## src/rtl/stream_demux.sv

```systemverilog
// Packet-aware 1-to-N stream demultiplexer with a single registered holding slot.
// The destination is latched on a packet's first beat; out-of-range selects drop the packet.
module stream_demux #(
  parameter int DATA_WIDTH    = 8,
  parameter int OUTPUTS       = 4,
  parameter int OUTPUTS_WIDTH = 2
) (
  input  logic                     clk,
  input  logic                     rst_n,
  input  logic [DATA_WIDTH-1:0]    in_data,
  input  logic                     in_valid,
  input  logic                     in_last,
  input  logic [OUTPUTS_WIDTH-1:0] in_select,
  output logic                     in_ready,
  output logic [DATA_WIDTH-1:0]    out_data,
  output logic                     out_last,
  output logic [OUTPUTS-1:0]       out_valid,
  input  logic [OUTPUTS-1:0]       out_ready,
  output logic                     err_select
);

  // Handshake: a beat moves on a port only in a cycle where its valid and ready are both 1;
  // valid never depends on ready, and in_ready depends combinationally on out_ready[dest_q].

  typedef enum logic [1:0] {
    S_IDLE  = 2'd0,
    S_ROUTE = 2'd1,
    S_DROP  = 2'd2
  } state_e;

  localparam logic [OUTPUTS_WIDTH:0] OUT_CNT = (OUTPUTS_WIDTH + 1)'(OUTPUTS);

  state_e                   state_q, state_d;
  logic                     valid_q, valid_d;
  logic [DATA_WIDTH-1:0]    data_q, data_d;
  logic                     last_q, last_d;
  logic [OUTPUTS_WIDTH-1:0] dest_q, dest_d;
  logic                     err_q, err_d;

  logic [OUTPUTS-1:0]       dest_onehot;
  logic                     dest_ready;
  logic                     sel_bad;
  logic                     in_fire;
  logic                     out_fire;
  logic                     load;

  always_comb begin
    dest_onehot = '0;
    for (int i = 0; i < OUTPUTS; i++) begin
      dest_onehot[i] = (dest_q == OUTPUTS_WIDTH'(i));
    end
  end

  assign dest_ready = |(dest_onehot & out_ready);
  assign sel_bad    = ({1'b0, in_select} >= OUT_CNT);
  assign in_ready   = (state_q == S_DROP) || ((state_q == S_IDLE) && sel_bad) ||
                      !valid_q || dest_ready;
  assign in_fire    = in_valid && in_ready;
  assign out_fire   = valid_q && dest_ready;

  always_comb begin
    state_d = state_q;
    valid_d = valid_q && !out_fire;
    data_d  = data_q;
    last_d  = last_q;
    dest_d  = dest_q;
    err_d   = 1'b0;
    load    = 1'b0;
    case (state_q)
      S_IDLE: begin
        if (in_fire) begin
          if (sel_bad) begin
            err_d   = 1'b1;
            state_d = in_last ? S_IDLE : S_DROP;
          end else begin
            load    = 1'b1;
            dest_d  = in_select;
            state_d = in_last ? S_IDLE : S_ROUTE;
          end
        end
      end
      S_ROUTE: begin
        if (in_fire) begin
          load = 1'b1;
          if (in_last) state_d = S_IDLE;
        end
      end
      S_DROP: begin
        if (in_fire && in_last) state_d = S_IDLE;
      end
      default: state_d = S_IDLE;
    endcase
    // A load on the same edge as an out fire refills the slot with no bubble.
    if (load) begin
      valid_d = 1'b1;
      data_d  = in_data;
      last_d  = in_last;
    end
  end

  always_ff @(posedge clk or negedge rst_n) begin
    if (!rst_n) begin
      state_q <= S_IDLE;
      valid_q <= 1'b0;
      data_q  <= '0;
      last_q  <= 1'b0;
      dest_q  <= '0;
      err_q   <= 1'b0;
    end else begin
      state_q <= state_d;
      valid_q <= valid_d;
      data_q  <= data_d;
      last_q  <= last_d;
      dest_q  <= dest_d;
      err_q   <= err_d;
    end
  end

  assign out_valid  = valid_q ? dest_onehot : '0;
  assign out_data   = data_q;
  assign out_last   = last_q;
  assign err_select = err_q;

endmodule

```

## config.mk

```make
export PLATFORM = sky130hd
export DESIGN_NAME = stream_demux
export DESIGN_NICKNAME = d
export VERILOG_FILES = /design/src/rtl/stream_demux.sv
export SDC_FILE = /design/constraint.sdc
export NUM_CORES = 1
export LEC_CHECK = 0
export ABC_AREA = 1
export CAP_MARGIN = 10
export CORE_MARGIN = 3
export CORE_UTILIZATION = 39
export CTS_BUF_LIST = sky130_fd_sc_hd__clkbuf_4 sky130_fd_sc_hd__clkbuf_8
export DETAILED_ROUTE_END_ITERATION = 6
export GPL_TIMING_DRIVEN = 0
export PLACE_DENSITY = 0.85
export SYNTH_ARGS = -nofsm -noshare
export SYNTH_HDL_FRONTEND = slang
export SYNTH_SLANG_ARGS = --single-unit
```

## constraint.sdc

```tcl
create_clock -name clk -period 1.8 [get_ports clk]
set_clock_uncertainty 0.1 [all_clocks]
set_input_delay 0.36 -clock clk [delete_from_list [all_inputs] [get_ports clk]]
set_output_delay 0.36 -clock clk [all_outputs]
set_load 0.005 [all_outputs]
```

==> metrics.cfg <==
[run_status]
outcome = finished, final reports clean

[synthesis]
netlist_area_sq_um = 614
synth_async_sr_flop_share = 1.00
synth.area.top_cells = dfrtp_1 (53%), nand2_1 (16%), nand3_1 (11%), inv_1 (3.1%), nand2_2 (3.1%)
synth-seq-cells = 13
synthesis.nets = 94
synth_top_cell_by_area = dfrtp_1
synth-seq-area-share = 0.530
synth_top_flop_cell = dfrtp_1
synth_most_common_cell = nand2_1
syn_avg_cell_area_sq_um = 8.08
synthTopCellsByCount = nand2_1 (27), dfrtp_1 (13), nand3_1 (13), inv_1 (5)
synth.distinct_cells = 14
synth_warnings = 0
syn_inst = 76
synth_edf_count = 0
synth_top_area_frac = 0.530

[critical_path]
max_stage_delay_ns = 0.47
crit_type = flip-flop to output port
critPathTopFamily = flip-flops
cp.required_ns = 1.34
path_max_fanout = 5
path_cells = buf_4 -> nor3_1 -> clkdlybuf4s15_1
worst-r2r-setup-slack_ns = 0.33
cp-end-kind = output port
cp_num_buf_inv = 2
arrival_ns = 1.30
startpoint_type = flip-flop
slowest_stage = dfrtp_2

[placed_design]
dp_slack_ns = -0.481
port_buffers = 31
dpl.hpwl_um = 1090
dp_cells = 122
place.gp.congestion = 0.735

[route]
dr.pass1.iters = 4
routed-wl-met2_um = 756
routed.top_layer = met4
vias_per_cell = 4.85
drt-met1-wl_um = 595
drc_errors = 0
drt_iter0_drc = 6
drt-wirelength-per-cell_um = 11.8
ant_nets = 0
wl_um = 1540
via_count = 631
wl_met3_um = 178

[sta]
fin_crit_ns = 1.76
period_share = 0.979
relSlewSlack = 0.610
rsz0062_at_grt = yes
fmax_mhz = 568
worst_slack_ns = 0.0385
finalSetupTns_ns = 0
worst_pin_slew_ns = 0.583
hold_viol = 0
setup_violations = 0
hold_ws_ns = 0.356
drv_slew = 0

[grt]
grtUsageTotal = 0.157
grt_max_degree = 14
grt-ovfl-total = 0
grt_pass1_wl_um = 2330
first_global_vias = 586
antenna_found_initial = 0

[die]
io_pins = 33
die_w_um = 45.7
core_area_sq_um = 1380
start_util = 0.444
dieArea_sq_um = 2090
num_rows = 13
die-height_um = 45.7

[run]
maxCapViolCount = 0

[cts]
root_buffer = clkbuf_4
clkLatencyLatePin_ns = 0.27
htreeDepth = 1
cts_made_buffers = 3
holdBufCountCts = 0
clk_pin_slew_ns = 0.08
cts_tree = built
clockBufferDepth = 2
cts_sinks = 13

[final_layout]
area_growth_pct = 68.6
drive_above_1_share = 0.217
nFillCells = 106
stdcell_count = 130
antennaDiodeCount = 0
fin_nets = 134

[power_and_ir_drop]
finalPower_mw = 1.62
powerDensity_nw_per_um2 = 1560
ir_drop_v = 0.000983
leakage_nw = 0.531

[min_path]
worstHoldPathType = input port to async pin

worst register-to-register path: cells and delay by family, from the launching register on:
family / cells / cell delay, ns
buffers and inverters: 3 / 0.36
DFF: 1 / 0.45
and+or+nand+nor: 7 / 0.46
layer usage:
layer,up-vias,GRT usage
li1,316,-
met1,286,0.176
met2,27,0.273
met3,2,0.0593
met4,0,0.0511
met5,-,0
flip-flops by register name, indices dropped and copies added (netlist names):
register / cells
out_data: 8
dest_q: 2
out_last: 1
state_q: 1
valid_q: 1
power by group:
group / switching (mW) / internal [mW]
clock network: 0.0932 / 0.101
logic: 0.393 / 0.494
registers: 0.104 / 0.437
total: 0.590 / 1.03
logic make-up after synthesis:
family / synth area share
buffers and inverters: 0.0916
AND/OR/NAND/NOR: 0.373
other: 0.00610
flip-flops: 0.530
worst paths after layout:
kind                                          from                       to  cells past startpoint
max                          dest_q[0]$_DFFE_PN0P_             out_valid[0]                      3
min                                          rst_n     out_last$_DFFE_PN0P_                      1
max reg2reg                  dest_q[1]$_DFFE_PN0P_  out_data[1]$_DFFE_PN0P_                     10
min reg2reg                out_data[3]$_DFFE_PN0P_  out_data[3]$_DFFE_PN0P_                      2
max in group asynchronous                    rst_n    dest_q[0]$_DFFE_PN0P_                      1
min in group clk           out_data[3]$_DFFE_PN0P_  out_data[3]$_DFFE_PN0P_                      2
cells in the final DEF (no fill, tap or decap):
cell | Yosys | final
buf_1 | 1 | 1
buf_4 | 2 | 5
buf_6 | 1 | 3
clkbuf_2 | 0 | 1
clkbuf_4 | 0 | 4
clkdlybuf4s15_1 | 0 | 1
clkdlybuf4s50_1 | 0 | 25
conb_1 | 1 | 1
dfrtp_1 | 13 | 11
dfrtp_2 | 0 | 2
dlygate4sd2_1 | 0 | 2
dlymetal6s2s_1 | 0 | 1
inv_1 | 5 | 4
inv_2 | 2 | 2
inv_4 | 0 | 1
nand2_1 | 27 | 26
nand2_2 | 3 | 2
nand2_4 | 0 | 2
nand3_1 | 13 | 12
nand3_2 | 0 | 1
nand4_1 | 2 | 2
nor2_1 | 1 | 1
nor2_4 | 0 | 2
nor3_1 | 3 | 3
cell type report:
| type | instances | area, sq um | share of cell area |
|---|---|---|---|
| Timing Repair Buffer | 35 | 337 | 0.325 |
| Tap cell | 15 | 18.8 | 0.0181 |
| Inverter | 7 | 28.8 | 0.0278 |
| Multi-Input combinational cell | 52 | 260 | 0.251 |
| Clock buffer | 4 | 30.0 | 0.0290 |
| Sequential cell | 13 | 328 | 0.316 |
| Buffer | 4 | 33.8 | 0.0326 |
stage by stage:
stage               utilization  cell area, sq um
floorplan                     -               614
global placement          0.682               943
detailed placement        0.682               943
CTS                       0.722               998
global route              0.749              1040
finish                    0.749              1040
timing repair:
action	in CTS	in global routing
resized for setup	7	16
pin swaps	0	5
buffers inserted	3	1
setup endpoints to repair	5	3
(Power assumes the default switching activity.)
